==> src/rtl/entrada_dados.sv <==
// entrada_dados: captures a signed BCD number from switches and converts it
// to a 32-bit two's-complement word for the processor's IN instruction.
// The conversion is a reverse double-dabble that produces one bit per cycle.
// Optional: define ENTRADA_DEBOUNCE_EN to filter `confirma` through a
// debouncer that needs DEBOUNCE stable-high cycles.

// Per-digit slice: validates the switch nibble and applies the
// reverse double-dabble correction to the shifted nibble.
module entrada_dados_digito (
   input  logic [3:0] chave,
   input  logic [3:0] desl,
   output logic [3:0] corr,
   output logic       valido
);
   assign valido = (chave <= 4'd9);
   assign corr   = (desl >= 4'd8) ? (desl - 4'd3) : desl;
endmodule

module entrada_dados #(
   parameter int DIGITOS  = 8,
   parameter int DEBOUNCE = 16
) (
   input  logic                   clock,
   input  logic                   reset,
   input  logic [4*DIGITOS-1:0]   bcd,
   input  logic                   neg,
   input  logic                   confirma,
   input  logic                   in,
   output logic [31:0]            entrada,
   output logic                   pronto,
   output logic                   ocupado,
   output logic                   erro
);
   localparam int W  = 4*DIGITOS;
   localparam int CW = $clog2(W) + 1;

   typedef enum logic [2:0] {OCIOSO, AGUARDA, CONVERTE, SINAL, PRONTO} estado_t;

   estado_t            estado, proximo;
   logic [W-1:0]       bcd_reg, bin_reg, bcd_desl, bcd_corr;
   logic [2*W-1:0]     conc;
   logic [DIGITOS-1:0] dig_ok;
   logic [CW-1:0]      passo;
   logic [31:0]        mag;
   logic               neg_reg, conf_f, conf_prev, evento;
   logic               carrega, invalido;

`ifdef ENTRADA_DEBOUNCE_EN
   localparam int DW = $clog2(DEBOUNCE + 1);
   logic [DW-1:0] deb_cnt;

   // Count consecutive high cycles of the raw button, saturating at DEBOUNCE.
   always_ff @(posedge clock) begin
      if (reset)                          deb_cnt <= '0;
      else if (!confirma)                 deb_cnt <= '0;
      else if (deb_cnt != DW'(DEBOUNCE))  deb_cnt <= deb_cnt + DW'(1);
   end

   // Filtered level drops at once when the raw input goes low.
   assign conf_f = confirma && (deb_cnt == DW'(DEBOUNCE));
`else
   assign conf_f = confirma;
`endif

   assign evento = conf_f & ~conf_prev;

   // One shift step: {bcd,bin} >> 1, then each shifted digit >= 8 loses 3.
   assign conc     = {bcd_reg, bin_reg} >> 1;
   assign bcd_desl = conc[2*W-1:W];
   assign mag      = 32'(bin_reg);

   for (genvar i = 0; i < DIGITOS; i++) begin : g_dig
      entrada_dados_digito u_dig (
         .chave  (bcd[4*i +: 4]),
         .desl   (bcd_desl[4*i +: 4]),
         .corr   (bcd_corr[4*i +: 4]),
         .valido (dig_ok[i])
      );
   end

   assign ocupado = (estado == CONVERTE);
   assign pronto  = (estado == PRONTO);

   // State register.
   always_ff @(posedge clock) begin
      if (reset) estado <= OCIOSO;
      else       estado <= proximo;
   end

   // Next-state and load/error strobes; dropping `in` always aborts.
   always_comb begin
      proximo  = estado;
      carrega  = 1'b0;
      invalido = 1'b0;
      case (estado)
         OCIOSO:   if (in) proximo = AGUARDA;
         AGUARDA: begin
            if (!in) proximo = OCIOSO;
            else if (evento) begin
               if (&dig_ok) begin
                  carrega = 1'b1;
                  proximo = CONVERTE;
               end else begin
                  invalido = 1'b1;
               end
            end
         end
         CONVERTE: begin
            if (!in)                         proximo = OCIOSO;
            else if (passo == CW'(W - 1))    proximo = SINAL;
         end
         SINAL:    proximo = PRONTO;
         PRONTO:   if (!in) proximo = OCIOSO;
         default:  proximo = OCIOSO;
      endcase
   end

   // Edge-detect history for the (possibly filtered) confirm level.
   always_ff @(posedge clock) begin
      if (reset) conf_prev <= 1'b0;
      else       conf_prev <= conf_f;
   end

   // Datapath: capture, shift-convert, then apply the sign once.
   always_ff @(posedge clock) begin
      if (reset) begin
         bcd_reg <= '0;
         bin_reg <= '0;
         neg_reg <= 1'b0;
         passo   <= '0;
         entrada <= '0;
         erro    <= 1'b0;
      end else begin
         if (carrega) begin
            bcd_reg <= bcd;
            bin_reg <= '0;
            neg_reg <= neg;
            passo   <= '0;
            erro    <= 1'b0;
         end else if (invalido) begin
            erro    <= 1'b1;
         end
         if (estado == CONVERTE) begin
            bcd_reg <= bcd_corr;
            bin_reg <= conc[W-1:0];
            passo   <= passo + CW'(1);
         end
         if (estado == SINAL)
            entrada <= neg_reg ? (~mag + 32'd1) : mag;
      end
   end
endmodule

==> config.mk <==
export PLATFORM = sky130hd
export DESIGN_NAME = entrada_dados
export DESIGN_NICKNAME = d
export VERILOG_FILES = /design/src/rtl/entrada_dados.sv
export SDC_FILE = /design/constraint.sdc
export NUM_CORES = 1
export LEC_CHECK = 0
export ABC_AREA = 1
export CAP_MARGIN = 20
export CORE_ASPECT_RATIO = 0.8
export CORE_MARGIN = 1.5
export CORE_UTILIZATION = 60
export DETAILED_ROUTE_END_ITERATION = 8
export GPL_TIMING_DRIVEN = 0
export PLACE_DENSITY = 0.88
export SLEW_MARGIN = 5
export SYNTH_ARGS = -nofsm -noshare
export SYNTH_HDL_FRONTEND = slang
export SYNTH_SLANG_ARGS = --single-unit
==> constraint.sdc <==
create_clock -name clock -period 3.42 [get_ports clock]
set_input_delay 0.855 -clock clock [delete_from_list [all_inputs] [get_ports clock]]
set_output_delay 0.855 -clock clock [all_outputs]
set_load 0.02 [all_outputs]
# Word-level counts from Yosys, hierarchy flattened
# Index checks and enable logic that the tools add are counted.
dict set report word_totals {
  register_bits 108
  input_bits 37
  output_inout_bits 35
}
dict set report op_classes {
  add_sub_neg 10
  order_cmp 16
  n_eq_ne 10
  muxes 31
  bitwise 3
  n_reduce_logical 5
}
# cell n
set op_table {}
lappend op_table {{$mux W32} 5}
lappend op_table {{$add A32 B1 Y32 const B} 1}
lappend op_table {{$le A4 B4 Y1 const B} 8}
lappend op_table {{$mux W4} 8}
lappend op_table {{$not A32 Y32} 1}
lappend op_table {{$ge A4 B4 Y1 const B} 7}
lappend op_table {{$sub A4 B2 Y4 const B} 7}
lappend op_table {{$mux W3} 7}
lappend op_table {{$pmux W3 S5} 1}
lappend op_table {{$mux W6} 2}
lappend op_table {{$mux W1} 8}
lappend op_table {{$reduce_and A8 Y1} 1}
lappend op_table {{$add A6 B1 Y6 const B} 1}
lappend op_table {{$eq A3 B2 Y1 const B} 2}
lappend op_table {{$eq A6 B5 Y1 const B} 1}
lappend op_table {{$ne A3 B3 Y1 const B} 2}
lappend op_table {{$reduce_and A5 Y1} 1}
lappend op_table {{$ge A3 B4 Y1 const B} 1}
lappend op_table {{$ne A2 B2 Y1 const B} 2}
lappend op_table {{$sub A3 B2 Y4 const B} 1}
lappend op_table {{$eq A3 B1 Y1 const B} 1}
lappend op_table {{$eq A3 B3 Y1 const B} 1}
lappend op_table {{$logic_not A3 Y1} 1}
lappend op_table {{$ne A3 B2 Y1 const B} 1}
lappend op_table {{4 further kinds} 4}

# Logic depth before layout (Yosys ltp)
# Gate-level depths: netlist (run 1).
dict set report logic_depth {
  depth_word 8
  ltp_mapped 11
}

# Modules after synthesis
# A second synthesis (run 1) with hierarchy kept.
dict set report hier_totals {
  hier_cells 948
  hier_area_um2 5977.0
}
# module instances cells_each area_per_inst_um2
set modules_own_cells {}
lappend modules_own_cells {entrada_dados 1 812 5226.3}
lappend modules_own_cells {entrada_dados_digito 8 17 93.8}

# Least setup slack after synthesis (run 1)
# OpenSTA, ideal clock, no wires.
dict set report synth_path {
  path_kind {register to output}
  startpoint {register estado[2]}
  endpoint {output ocupado}
  arrival_time_ps 1107
  required_ps 2565
  path_slack_ps 1458
  path_stages_with_launch 5
  cell_sequence {dfxtp_1 inv_1 nand3_2 inv_2 buf_1}
}
dict set report synth_via {
  elab_chain_cells 1
}
# element line
set synth_rtl {}
lappend synth_rtl {{start: declaration} 39} ;# estado_t estado, proximo;
lappend synth_rtl {{start signal: assignment} 87} ;# else estado <= proximo;
lappend synth_rtl {{$eq A3 B2 Y1} 81} ;# assign ocupado = (estado == CONVERTE);
lappend synth_rtl {{end: declaration} 31} ;# output logic ocupado,
# Every way passes these cells.

# Worst setup path in the final report (run 1)
# Ends and elaborated chain as after synthesis.

==> results_dict.tcl, run 1 <==
set metrics [dict create \
    outcome "finished, final reports clean" \
    postSynth.asyncResetShare 0 \
    internal_power_w 0.00266 \
    cp_max_fo 10 \
    clock_sinks 108 \
    min_from "bcd_reg[0]$_SDFFE_PP0P_" \
    finalWeightedCongestion 0.991 \
    pwr_density_cell_mw_per_mm2 594 \
    grt_antenna_before_repair 0 \
    dieArea_mm2 0.0103 \
    final_min_period_over_clock_period 0.934 \
    rsz_0062_raised_after_global_routing "false" \
    power_frac_comb 0.324 \
    global_route.usage.total 0.324 \
    max-slew-margin-rel 0.625 \
    clk_root_buffer_cell "clkbuf_16" \
    clk_pin_slew_worst_paths_ps 70 \
    setup_tns_ps 0 \
    clock_power_share 0.282 \
    timing.max_cap.violations 0 \
    placement.io_buffers 70 \
    synth-warning-count 0 \
    post-route-drc-count 0 \
    hold_violation_total_from_the_final_report 0 \
    worstPathArrival_ps 2340 \
    final_core_util 0.756 \
    cts_repair_resize_count 0 \
    final_design_area_no_fill_mm2 0.00698 \
    slew_viol_final 0 \
    maximum_number_of_pins_on_one_net_before_global_route_repair 17 \
    grt_overflow_total 0 \
    whs_ps 497 \
    total_leakage_power_nw 3.01 \
    drtPass1Iterations 5 \
    critPathMaxStageDelay_ps 680 \
    seqPwrFrac 0.393 \
    drive_gt1_frac 0.0496 \
    worst-slew-pin-transition_ps 557 \
    filler_cell_count 757 \
    multi_input_comb_area_mm2 0.00314 \
    diodes 0 \
    r2r-start "bin_reg[10]$_SDFFE_PP0P_" \
    clk_path_buf_depth 2 \
    design.core.area_mm2 0.00923 \
    wire_length_of_the_first_global_routing_pass_um 26600 \
    synth_edf_count 0 \
    reg2regPathDepth 9 \
    io_pins 72 \
    drtIter0Drc 660 \
    worst_ir_drop_vdd_mv 0.414 \
    worst_hold_endpoint "bin_reg[31]$_SDFFE_PP0P_" \
    detail-route-antenna-nets 0 \
    max_freq_mhz 313 \
    tritoncts "built" \
    worstSetupStartpointType "flop" \
    cts_made_buffers 9 \
    seq_cells_post_synth 108 \
    final-setup-viol-count 0 \
    post_cts.repair.setup_buffers 0 \
    fp-row-count 31 \
    critical_path.reg2reg.endpoint "entrada[14]$_SDFFE_PP0P_" \
    min_path_cells 2 \
    power.share.switching 0.359 \
    min_path_type "flop to flop" \
    clock-skew-final_ps 4.18 \
    cp_cell_sequence "inv_1 -> nand3_2 -> inv_2 -> buf_1 -> clkdlybuf4s50_1" \
    detail_route.wirelength_um 16300 \
    vias_per_cell 5.67 \
    nets 1015 \
    flow.area_growth_from_synthesis_pct 20.4 \
    die_h_um 90.9 \
    detailed_place_hpwl_um 11900 \
    die-width_um 113 \
    cell_area_after_technology_mapping_mm2 0.00580 \
    vias_in_the_first_global_route 5505 \
    required_ps 2560 \
    initial_core_util 0.628 \
    mappedNetlistNets 934 \
    final_period_minus_worst_setup_slack_ps 3190 \
    postSynthCellCount 881 \
    avg_wl_per_cell_um 15.0 \
    avgSynthCellArea_um2 6.58 \
    synth_flop_cell "dfxtp_1" \
    timing.critical_path.to_type "output port" \
    clkLatencyLatePin_ps 350 \
    dpl-instance-area_mm2 0.00665 \
    yosysUniqueCellTypes 31 \
    detailroute.via_count 6132 \
    critPathKind "flop to output port" \
    sequential_share_of_the_synthesized_area 0.373 \
    net-switching-power_w 0.00149 \
    reg2reg_slack_ps 1390 \
    regArea_mm2 0.00216 \
    htreeDepth 3 \
    cpMaxStageDelayCell "clkdlybuf4s50_1" \
    cts_hold_buf 0 \
]
synthesized netlist by cell type (9+ instances only):
library cell	number	share of area
xor2_1	9	0.014
nand2_1	185	0.12
clkbuf_1	17	0.011
xnor2_1	17	0.026
o21ai_0	87	0.075
nor2_1	147	0.095
inv_1	74	0.048
ha_1	16	0.035
nand3_1	89	0.077
buf_2	23	0.020
dfxtp_1	108	0.37
a21oi_1	71	0.061
layout by cell type, fill, tap and decap left out, drive strengths merged, types with 29 or more instances in the layout:
master           n
o21ai           89
clkbuf          30
dfxtp          108
nand2          186
nand3           91
clkdlybuf4s50   70
buf             29
nor2           147
a21oi           71
inv             77
worst max path at each step:
stage	slack, ps	to	startpoint
after CTS	230	ocupado	estado[2]$_SDFFE_PP0P_
final	230	ocupado	estado[2]$_SDFFE_PP0P_
after floorplan	1460	ocupado	estado[2]$_SDFFE_PP0P_
after global placement	630	ocupado	estado[2]$_SDFFE_PP0P_
after global routing	100	ocupado	estado[2]$_SDFFE_PP0P_
after detailed placement	630	bin_reg[19]$_SDFFE_PP0P_	bcd[26]
metal layers:
metal  vias to the layer above  routed length (um)  global-route usage
li1                       2998                   -                   -
met1                      2831                7510               0.466
met2                       274                6920               0.485
met3                        29                1500              0.0688
met4                         0                 325               0.104
met5                         -                   0                   0
critical path, delay by kind of cell (launching register included):
kind / cells / cell delay [ps]
simple gates: 1 / 170
buf+inv: 4 / 1440
flops: 1 / 370
stage by stage:
stage	worst slack, ps	total power [W]	cells
after floorplan	1460	0.00250	881
after global placement	629	0.00293	1066
after detailed placement	633	0.00297	1066
after CTS	230	0.00413	1082
after global routing	103	0.00436	1082
final	226	0.00415	1082
cell families after synthesis:
| group | share of synthesized area |
|---|---|
| XOR/XNOR | 0.0393 |
| buffers and inverters | 0.0865 |
| AO/OA/AOI/OAI | 0.159 |
| flip-flops | 0.373 |
| adder cells (fa/ha/maj) | 0.0345 |
| AND/OR/NAND/NOR | 0.308 |
power groups by stage:
stage / clock [W] / combinational (W) / sequential, W
5_1_grt: 0.00122 / 0.00149 / 0.00165
3_3_place_gp: 0 / 0.00129 / 0.00165
4_1_cts: 0.00117 / 0.00133 / 0.00162
3_5_place_dp: 0 / 0.00132 / 0.00165
6_report: 0.00117 / 0.00135 / 0.00163
2_1_floorplan: 0 / 0.000816 / 0.00169
final cells by class:
type | instances | share of cell area
plain buffers | 46 | 0.0299
clock buffers | 13 | 0.0387
clock inverters | 3 | 0.00968
inverters | 78 | 0.0419
multi-input cells | 649 | 0.449
flip-flops and latches | 108 | 0.310
well taps | 115 | 0.0206
repair buffers | 70 | 0.100
(Power assumes the default switching activity.)
==> run 2: changes to the inputs <==
GPL_TIMING_DRIVEN = unset   (was 0)
==> run 2 against run 1 <==
Net effect:
- wire length fell by 6.7%
- worst hold slack got worse by 21 ps
- final cell count fell by 3.4%
- clock-buffer cell count fell by 3
- highest routed layer unchanged
==> results_dict.tcl, run 2 (synthesized netlist as in run 1, its figures left out) <==
set metrics [dict create \
    final_period_minus_worst_setup_slack_ps 2680 \
    final_common_cell "nand2_1" \
    worst-slew-pin-transition_ps 707 \
    pwr_density_cell_mw_per_mm2 595 \
    outcome "finished, final reports clean" \
    tritoncts "built" \
    timing.critical_path.to_type "flop" \
    placement.io_buffers 71 \
    drtIter0Drc 540 \
    worstPathArrival_ps 2920 \
    whs_ps 476 \
    detail-route-antenna-nets 0 \
    final_min_period_over_clock_period 0.783 \
    dieArea_mm2 0.0103 \
    detailed_place_hpwl_um 10200 \
    vias_in_the_first_global_route 5653 \
    required_ps 3660 \
    min_path_type "flop to flop" \
    setup_tns_ps 0 \
    worstSetupStartpointType "primary input" \
    grt_antenna_before_repair 0 \
    cts_hold_buf 0 \
    design.core.area_mm2 0.00923 \
    timing.max_cap.violations 0 \
    hold_violation_total_from_the_final_report 0 \
    grt_overflow_total 0 \
    detail_route.wirelength_um 15200 \
    die_h_um 90.9 \
    total_leakage_power_nw 2.94 \
    io_pins 72 \
    fp-row-count 31 \
    drtPass1Iterations 5 \
    avg_wl_per_cell_um 14.5 \
    final_cell_count_no_fill 1045 \
    worst_ir_drop_vdd_mv 0.600 \
    drive_gt1_frac 0.0355 \
    clkLatencyLatePin_ps 350 \
    vias_per_cell 5.76 \
    cp_max_fo 24 \
    max-slew-margin-rel 0.529 \
    max_freq_mhz 373 \
    clk_root_buffer_cell "clkbuf_16" \
    detailroute.via_count 6016 \
    diodes 0 \
    initial_core_util 0.628 \
    cts_repair_resize_count 0 \
    cts_made_buffers 9 \
    global_route.usage.total 0.307 \
    die-width_um 113 \
    maximum_number_of_pins_on_one_net_before_global_route_repair 67 \
    clk_path_buf_depth 2 \
    critPathKind "primary input to flop" \
    regArea_mm2 0.00216 \
    top_library_cells_by_usage_in_the_layout_fill_and_taps_aside "185 x nand2_1, 147 x nor2_1, 108 x dfxtp_1" \
    post-route-drc-count 0 \
    slew_viol_final 0 \
    filler_cell_count 765 \
    clock-skew-final_ps 6.94 \
    clk_pin_slew_worst_paths_ps 70 \
    multi_input_comb_area_mm2 0.00314 \
    finalWeightedCongestion 0.916 \
    placed_cells 1030 \
    htreeDepth 3 \
    post_cts.repair.setup_buffers 0 \
    flow.area_growth_from_synthesis_pct 18.1 \
    rsz_0062_raised_after_global_routing "false" \
    wire_length_of_the_first_global_routing_pass_um 26000 \
    final-setup-viol-count 0 \
    clock_sinks 108 \
    nets 979 \
]
[run 2: cell count changes in the layout (fill, tap and decap cells not counted)]
cell / delta
buf_2: -22
clkbuf_1: -18
buf_4: +7
buf_1: -4
clkbuf_8: -2
clkinv_2: +2
bufinv_16: +1
clkinvlp_4: -1
[run 2: metrics by stage]
stage / total power, W / cell area [um^2] / util / worst slack [ps]
6_report: 0.00408 / 6850 / 0.742 / 741
5_1_grt: 0.00431 / 6850 / 0.742 / 578
4_1_cts: 0.00406 / 6850 / 0.742 / 808
3_5_place_dp: 0.00288 / 6510 / 0.705 / 434
3_3_place_gp: 0.00282 / 6510 / 0.705 / 528
2_1_floorplan: 0.00250 / 5800 / - / 1460
[run 2: final cells by class]
class	instances	area share
clock inverters	5	0.0146
flip-flops and latches	108	0.316
repair buffers	80	0.113
well taps	115	0.0210
multi-input cells	649	0.458
clock buffers	10	0.0349
inverters	78	0.0428
[run 2: worst max-delay path, cell delays in order]
cell and delay (ps):
clkdlybuf4s50_1 430, o21ai_0 410, nand3_1 150, nor2_1 170, nand3_2 110, nand2_2 270
inv_2 270, nor2_1 190, nor2_1 70
[run 2: final timing paths]
kind | cells past startpoint | startpoint | slack (ps) | to
worst max-delay path | 9 | bcd[25] | 740 | bcd_reg[28]$_SDFFE_PP0P_
worst min register to register | 2 | bcd_reg[0]$_SDFFE_PP0P_ | 480 | bin_reg[31]$_SDFFE_PP0P_
worst min-delay path | 2 | bcd_reg[0]$_SDFFE_PP0P_ | 480 | bin_reg[31]$_SDFFE_PP0P_
worst max register to register | 7 | estado[2]$_SDFFE_PP0P_ | 1210 | bcd_reg[0]$_SDFFE_PP0P_
[run 2: power breakdown]
part / leakage (nW) / switching [W] / internal, W / total [W]
combinational: 1.90 / 0.000785 / 0.000468 / 0.00125
sequential: 0.875 / 0.000183 / 0.00145 / 0.00163
clock: 0.168 / 0.000463 / 0.000729 / 0.00119
total: 2.94 / 0.00143 / 0.00265 / 0.00408
[run 2: per-layer routing]
metal,global-route usage,routed length [um]
met5,0,0
met2,0.501,7130
met3,0.0901,1190
met4,0.0927,259
met1,0.394,6600
